<file path="src/rtl/cpu16_pkg.sv">
// Shared cpu16 definitions: opcode constants, frame field widths and the
// program-loader state encoding.
package cpu16_pkg;

  localparam int unsigned MemBytesDef = 64;

  // Frame and write-port field widths.
  localparam int unsigned LenW  = 8;
  localparam int unsigned DataW = 8;
  localparam int unsigned AddrW = 16;

  // ALU opcodes, held over from the existing core.
  localparam logic [3:0] ISADD = 4'h0;
  localparam logic [3:0] ISSUB = 4'h1;
  localparam logic [3:0] ISAND = 4'h2;
  localparam logic [3:0] ISOR  = 4'h3;

  typedef enum logic [2:0] {
    StIdle,
    StLen,
    StData,
    StCsum,
    StDone,
    StErr
  } ld_state_e;

endpackage

</file>
<file path="src/rtl/cpu16_loader.sv">
// Instruction-memory writer: takes a LEN/data/checksum frame over valid/ready,
// writes data bytes with one cycle of latency and releases the CPU on a good sum.
module cpu16_loader
  import cpu16_pkg::*;
#(
  parameter int unsigned MEM_BYTES = MemBytesDef,
  parameter int unsigned BASE_ADDR = 0
) (
  input  logic             CK,
  input  logic             RST,
  input  logic             START,
  input  logic [DataW-1:0] RX_DATA,
  input  logic             RX_VALID,
  output logic             RX_READY,
  output logic             WE,
  output logic [AddrW-1:0] WADDR,
  output logic [DataW-1:0] WDATA,
  output logic             BUSY,
  output logic             RUN,
  output logic             ERR
);

  ld_state_e        state_q, state_d;
  logic [LenW-1:0]  idx_q, idx_d;
  logic [LenW-1:0]  len_q, len_d;
  logic [DataW-1:0] sum_q, sum_d;
  logic             we_q, we_d;
  logic [AddrW-1:0] waddr_q, waddr_d;
  logic [DataW-1:0] wdata_q, wdata_d;

  logic             xfer;
  logic             len_bad;
  logic [DataW-1:0] csum_total;

  assign xfer       = RX_VALID & RX_READY;
  assign len_bad    = (RX_DATA == '0) || RX_DATA[0] || (32'(RX_DATA) > MEM_BYTES);
  assign csum_total = sum_q + RX_DATA;

  // State register.
  always_ff @(posedge CK or posedge RST) begin
    if (RST) begin
      state_q <= StIdle;
    end else begin
      state_q <= state_d;
    end
  end

  // Next-state logic.
  always_comb begin
    state_d = state_q;
    unique case (state_q)
      StIdle, StDone, StErr: if (START) state_d = StLen;
      StLen:  if (xfer) state_d = len_bad ? StErr : StData;
      StData: if (xfer && (idx_q == len_q - 8'd1)) state_d = StCsum;
      StCsum: if (xfer) state_d = (csum_total == '0) ? StDone : StErr;
      default: state_d = StIdle;
    endcase
  end

  // State-decoded outputs.
  always_comb begin
    RX_READY = 1'b0;
    BUSY     = 1'b0;
    RUN      = 1'b0;
    ERR      = 1'b0;
    unique case (state_q)
      StLen, StData, StCsum: begin
        RX_READY = 1'b1;
        BUSY     = 1'b1;
      end
      StDone:  RUN = 1'b1;
      StErr:   ERR = 1'b1;
      default: ;
    endcase
  end

  // Index, length, checksum and registered write port.
  always_comb begin
    idx_d   = idx_q;
    len_d   = len_q;
    sum_d   = sum_q;
    we_d    = 1'b0;
    waddr_d = waddr_q;
    wdata_d = wdata_q;
    unique case (state_q)
      StIdle, StDone, StErr: begin
        if (START) begin
          idx_d = '0;
          sum_d = '0;
        end
      end
      StLen: if (xfer) len_d = RX_DATA;
      StData: begin
        if (xfer) begin
          sum_d   = sum_q + RX_DATA;
          idx_d   = idx_q + 8'd1;
          we_d    = 1'b1;
          waddr_d = AddrW'(BASE_ADDR) + AddrW'(idx_q);
          wdata_d = RX_DATA;
        end
      end
      default: ;
    endcase
  end

  always_ff @(posedge CK or posedge RST) begin
    if (RST) begin
      idx_q   <= '0;
      len_q   <= '0;
      sum_q   <= '0;
      we_q    <= 1'b0;
      waddr_q <= '0;
      wdata_q <= '0;
    end else begin
      idx_q   <= idx_d;
      len_q   <= len_d;
      sum_q   <= sum_d;
      we_q    <= we_d;
      waddr_q <= waddr_d;
      wdata_q <= wdata_d;
    end
  end

  assign WE    = we_q;
  assign WADDR = waddr_q;
  assign WDATA = wdata_q;

endmodule

</file>
<file path="config.mk">
export PLATFORM = sky130hd
export DESIGN_NAME = cpu16_loader
export DESIGN_NICKNAME = d
export VERILOG_FILES = /design/src/rtl/cpu16_pkg.sv /design/src/rtl/cpu16_loader.sv
export SDC_FILE = /design/constraint.sdc
export NUM_CORES = 1
export LEC_CHECK = 0
export BUFFER_PORTS_ARGS = -buffer_cell sky130_fd_sc_hd__buf_2
export CELL_PAD_IN_SITES_DETAIL_PLACEMENT = 1
export CELL_PAD_IN_SITES_GLOBAL_PLACEMENT = 2
export CORE_UTILIZATION = 29
export CTS_CLUSTER_DIAMETER = 200
export DETAILED_ROUTE_END_ITERATION = 16
export GPL_ROUTABILITY_DRIVEN = 0
export GPL_TIMING_DRIVEN = 1
export PLACE_DENSITY = 0.74
export SKIP_CTS_REPAIR_TIMING = 1
export SLEW_MARGIN = 20
export SYNTH_ARGS = -nofsm -noshare
export SYNTH_HDL_FRONTEND = slang
export SYNTH_SLANG_ARGS = --single-unit
</file>
<file path="constraint.sdc">
create_clock -name CK -period 4.2 [get_ports CK]
set_clock_uncertainty 0.2 [all_clocks]
set_input_delay 0.63 -clock CK [delete_from_list [all_inputs] [get_ports CK]]
set_output_delay 0.63 -clock CK [all_outputs]
set_load 0.03 [all_outputs]
</file>
Yosys cells after proc, flatten, opt, wreduce, memory -nomap -nowiden
Index checks and enable logic that the tools add are counted.
Widths: inputs -> output; s select.
{ "classes": {"n_reduce_logical": 13, "n_mux": 17, "n_eq_ne": 11, "n_shift": 0, "order_cmp": 1, "mul": 0, "n_addsub": 3, "n_div": 0, "bitwise_logic": 1} }
{ "ops": {"columns": ["op", "n"], "rows": [
  ["$pmux 8 s2", 2],
  ["$mux 8", 3],
  ["$logic_not 8->1", 2],
  ["$mux 3", 5],
  ["$pmux 3 s4", 1],
  ["$ne 2x2->1 const B", 5],
  ["$add 8x1->8 const B", 1],
  ["$add 8x8->8", 1],
  ["$eq 8x8->1", 1],
  ["$gt 8x7->1 const B", 1],
  ["$sub 8x1->8 const B", 1],
  ["$eq 3x2->1 const B", 2],
  ["$eq 3x3->1 const B", 2],
  ["$mux 1", 6],
  ["$reduce_or 3->1", 2],
  ["$reduce_and 2->1", 2],
  ["$reduce_and 4->1", 1],
  ["$eq 3x1->1 const B", 1],
  ["$logic_not 3->1", 1],
  ["$reduce_and 3->1", 1],
  ["$logic_or 1x1->1", 2],
  ["$reduce_bool 2->1", 1],
  ["$and 1x1->1", 1],
  ["$logic_and 1x1->1", 1]
]} }
{ "totals": {"latch_bits": 0, "out_inout_bits": 29, "memories": 0, "ramBits": 0, "mem_bits_ro": 0, "elab_cells": 53, "reg_bits": 44} }

Longest topological paths before layout
{ "logic_depth": {"depth_word": 7, "depth_mapped": 8, "depth_no_buf": 8} }

Least setup slack after synthesis
OpenSTA, ideal clock, no wires.
{ "synth_path": {"path_type": "in2reg", "startpoint": "in RX_DATA[2]", "endpoint": "reg state_q[0]", "stages": 6, "t_required_ns": 3.916, "setup_slack_ns": 1.836, "t_arrival_ns": 2.081, "path_buffers": 0, "cell_sequence": "or4_1 or3_1 and3_4 a221oi_2 nand3_1 a41oi_2"} }
{ "synth_via": {"elab_chain_cells": 6, "word_cells_on_any_way": 11} }
{ "synth_rtl": {"columns": ["element", "line", "text"], "rows": [
  ["start: declaration", "cpu16_loader.sv:12", "input logic [DataW-1:0] RX_DATA,"],
  ["parallel branches: the longest is 5 deep, another holds $add 8x8->8", null, null],
  ["$pmux 3 s4 *", "cpu16_loader.sv:51", "unique case (state_q)"],
  ["end signal: assignment", "cpu16_loader.sv:42", "state_q <= StIdle;"],
  ["end signal: assignment", "cpu16_loader.sv:44", "state_q <= state_d;"],
  ["end: declaration", "cpu16_loader.sv:23", "ld_state_e state_q, state_d;"]
]} }
Mark *: on every way between the ends. The select of a mux whose other input is x is not followed.
A chain may end at the register's enable or synchronous reset.

Worst setup path in the final report
{ "layout_path": {"startpoint": "reg state_q[1]", "endpoint": "reg idx_q[6]"} }
{ "layout_via": {"elab_chain_cells": 6, "word_cells_on_any_way": 15} }
{ "layout_rtl": {"columns": ["element", "line", "text"], "rows": [
  ["$eq 3x1->1, or another cell as far along", "cpu16_loader.sv:66", "unique case (state_q)"],
  ["$reduce_or 3->1", "cpu16_loader.sv:66", null],
  ["$mux 1", "cpu16_loader.sv:66", null],
  ["$and 1x1->1", "cpu16_loader.sv:35", "assign xfer = RX_VALID & RX_READY;"],
  ["$ne 2x2->1 (no source line)", null, null],
  ["$reduce_and 3->1 (no source line)", null, null],
  ["end signal: assignment", "cpu16_loader.sv:115", "idx_q <= idx_d;"],
  ["end: declaration", "cpu16_loader.sv:24", "logic [LenW-1:0] idx_q, idx_d;"]
]} }
Parallel ways exist; a longest one is shown, timed or not.

==> summary by stage <==
Route
The per-cell via count in the routed design is 4.768. The number of detailed-routing iterations run before antenna repair is 4. The detailed router placed around 1,900 vias in this run.

After the first detailed-routing iteration, the DRC count stood at 100. The detail route stage leaves a number of antenna-violating nets equal to 0. For this run, design rule violations remaining after detail routing come to 0.

After detailed routing, the total wire length is about 6.0 mm. The routed wirelength normalized by instance count is approximately 15 um.

Timing
The number of failing hold endpoints at the final stage is 0. For the pin with the worst max-slew slack, the measured transition is between 0.7 and 0.8 ns. After layout, the minimum clock period comes to 2.414 ns. Dividing the final minimum period by the clock period gives 57.48%.

The final setup violation count is 0. The number of pins exceeding their max-slew limit in the final report is 0. Setup repair after global routing left no endpoint under its margin. The total negative slack is 0 ns. The headroom to the max-slew limit is 47.84%.

The final hold slack is around 0.25 ns. Derived from the worst setup path, the maximum achievable clock frequency is 0.4142 GHz.

Worst setup path
The endpoint of the worst-slack reg-to-reg timing path is idx_q[6]$_DFFE_PP0P_. The nature of the critical path endpoint is a flip-flop. The slowest stage of the critical path is the sky130_fd_sc_hd__dfrtp_1 cell.

The data required time at the worst endpoint is ~4.2 ns. In this run the worst path has a maximum fanout of 25. The critical path crosses 7 cells after its start point. The cell family contributing the most delay on the critical path is simple AND/OR/NAND/NOR gates. The end point of the critical path is idx_q[6]$_DFFE_PP0P_. The critical path goes through nor2b_1 > nor2b_1 > nand2_1 > buf_4 > inv_2 > nand4_1 > o21ai_0. The category of the worst setup path launch point is a flip-flop. In this design, the stage delay of the slowest critical-path cell is ~0.55 ns. The critical path data arrival time is 2.44 ns. The critical path in this run is classified as reg2reg. Measured in cells, the most critical reg-to-reg path has a length of 7. The worst-case register-to-register setup slack is 1.79 ns. The origin of the critical flop-to-flop path is state_q[1]$_DFFE_PP0P_. The launch point of the worst path is state_q[1]$_DFFE_PP0P_. Together, buffers and inverters on the worst path number 2. The most used cell along the critical path is sky130_fd_sc_hd__nor2b_1.

Status
The flow ran to the end, and the final reports show no timing, DRC or antenna violations.

Global route
In the global route stage, met3 resource usage came out at 2.545%. The first global-routing pass estimated 10.45 mm of wire. The pin count of the biggest net entering global routing is 45. The number of global-route vias before repair is 2,001. For this run the aggregate overflow at the end of global routing stands at 0. Global routing used 24.44% of the available met2 tracks. Global routing used 15.57% of the available tracks across all layers. The number of antenna violations at the first check in global routing was 0. The met1 usage in global routing is 21.71%.

met2 is the most crowded layer.

Synth
The portion of synthesized cell area occupied by the leading cell type is 46.12%. In this run the mean area of a mapped cell was between 9 and 10 um2. After synthesis, the netlist uses 44 different library cells. The Yosys step of the flow raised 0 warnings. The cell taking the most area after synthesis is sky130_fd_sc_hd__dfrtp_1. The post-synthesis cell count is 258.

In this run, synthesis inferred 0 flip-flops with an integrated enable. The most frequent cell after synthesis is sky130_fd_sc_hd__nand2_1. For this run, the leading register cell type out of synthesis is sky130_fd_sc_hd__dfrtp_1. After synthesis, the share of flip-flops with an asynchronous set or reset is 100.0%.

The commonest cells after synthesis are 63 x sky130_fd_sc_hd__nand2_1, 44 x sky130_fd_sc_hd__dfrtp_1, 18 x sky130_fd_sc_hd__o21ai_0, 17 x sky130_fd_sc_hd__nor2_1, 10 x sky130_fd_sc_hd__xor2_1. Ranked by total cell area, the synthesized netlist is headed by sky130_fd_sc_hd__dfrtp_1 46%, sky130_fd_sc_hd__nand2_1 9.9%, sky130_fd_sc_hd__ha_1 4.7%, sky130_fd_sc_hd__o21ai_0 3.8%, sky130_fd_sc_hd__xor2_1 3.7%. The synthesized design contains 44 register bits.

The post-synthesis instance area is 2387 um2. Of the synthesized area, sequential elements account for 46.12%.

CTS
The clock passes through at most 2 buffers. The clock-pin slew on the worst setup and hold paths is 0.08 ns. In this run, CTS created clock tree buffers numbering 5. TritonCTS built the clock tree. The clock sink count is 44. CTS placed an instance of sky130_fd_sc_hd__clkbuf_8 at the clock tree root. The later pin in the worst-skew pair is clocked with a latency of 0.31 ns. The number of H-tree levels is 2.

Die
The die extent in y is around 90 um. Pin placement for this block handled 41 I/O pins. For this configuration, the core starts out at a cell density of slightly above 30%.

The die boundary width is 92.73 um. The floorplan has 32 rows. The full die area is 8599 um2. The region available for standard cell placement spans 7848 um2.

Placement
The count of buffers added on input and output ports is 32. Once detailed placement completed, the half-perimeter wirelength came to between 4 and 5 mm.

Pwr
The worst-case IR drop observed on VDD is around 0.00019 V. For this design the static power due to leakage is 1.389 nW. The areal power density over the cells is 472.2 nW/um2.

The total power of the final layout is between 1 and 1.5 mW.

Min path
The type of the most critical hold path is in2async.

Cells and area
From synthesis to final layout, the design area changed by 14.62%. Of the cells placed in the final design, the portion with a size suffix greater than 1 is 18.97%. In the final design database the tool counted just over 300 nets. 0 antenna diodes ended up in the layout.

Flow run
Across the run, the number of max-cap violations was 0.
## layout make-up
cell class / count / area (um2)
timing repair buffer: 35 / 182.7
clock buffer: 5 / 68.82
fill: 952 / 5111
sequential: 44 / 1101
inverter: 6 / 22.52
multi-input combinational: 197 / 1187
tap: 102 / 127.6
clock inverter: 3 / 46.29
## cell usage in the layout, fill, tap and decap left out, types with 6 or more instances in the layout
cell type,netlist,final
sky130_fd_sc_hd__dfrtp_1,44,44
sky130_fd_sc_hd__nor2_1,17,17
sky130_fd_sc_hd__nand2_1,63,63
sky130_fd_sc_hd__nand3_1,7,7
sky130_fd_sc_hd__xnor2_1,8,8
sky130_fd_sc_hd__buf_2,1,32
sky130_fd_sc_hd__conb_1,1,8
sky130_fd_sc_hd__o21ai_0,18,18
sky130_fd_sc_hd__mux2_2,6,6
sky130_fd_sc_hd__xor2_1,10,10
sky130_fd_sc_hd__ha_1,9,9
## per-layer routing
metal / wire length (um) / share of wire, % / vias to the layer above
met2: 2604 / 44 / 35
met3: 155 / 2.6 / 10
met1: 3079 / 52 / 901
met4: 123 / 2.1 / 0
met5: 0 / 0 / -
li1: - / - / 923
## worst min path at each step
| stage | cells after the start | start | endpoint | slack [ns] |
|---|---|---|---|---|
| 4_1_cts | 3 | RST | WDATA[4]$_DFFE_PP0P_ | 0.27 |
| 2_1_floorplan | 2 | sum_q[2]$_DFFE_PP0P_ | sum_q[2]$_DFFE_PP0P_ | 0.25 |
| 6_report | 3 | RST | WADDR[7]$_DFFE_PP0P_ | 0.25 |
| 3_3_place_gp | 2 | WDATA[6]$_DFFE_PP0P_ | WDATA[6]$_DFFE_PP0P_ | 0.26 |
| 3_5_place_dp | 2 | WADDR[6]$_DFFE_PP0P_ | WADDR[6]$_DFFE_PP0P_ | 0.26 |
| 5_1_grt | 3 | RST | len_q[6]$_DFFE_PP0P_ | 0.31 |
## sequential cells by signal, indices dropped and copies added, names as in the netlist
| register | count |
|---|---|
| WDATA | 8 |
| state_q | 3 |
| WE | 1 |
| WADDR | 8 |
| len_q | 8 |
| idx_q | 8 |
| sum_q | 8 |
## cell families after synthesis
logic type,count (synthesis),synth area share (%)
other,1,0.1571
DFF,44,46.12
and+or+nand+nor,108,19.81
xor gates and xnor gates,18,6.604
AOI/OAI and AO/OA,46,13.26
buffers and inverters,24,5.241
adders and majority gates,10,5.556
muxes,7,3.249
## stage by stage
| stage | util (%) | cells | area (um2) | setup WS [ns] |
|---|---|---|---|---|
| after CTS | 34.87 | 392 | 2736 | 1.750 |
| final | 34.87 | 392 | 2736 | 1.786 |
| after global placement | 33.40 | 384 | 2621 | 1.566 |
| after floorplan | - | 265 | 2414 | 1.836 |
| after global routing | 34.87 | 392 | 2736 | 1.509 |
| after detailed placement | 33.40 | 384 | 2621 | 1.554 |
## worst min-delay path, stage by stage
cell and delay, ns:
sky130_fd_sc_hd__buf_2 0.10, sky130_fd_sc_hd__clkinv_1 0.03, sky130_fd_sc_hd__buf_4 0.45
## power breakdown
group	leakage, nW	switching [mW]	internal, mW
clock	0.0548	0.157	0.179
sequential	0.590	0.0808	0.485
combinational	0.744	0.237	0.152
No activity file was read; power rests on OpenSTA's default activity.
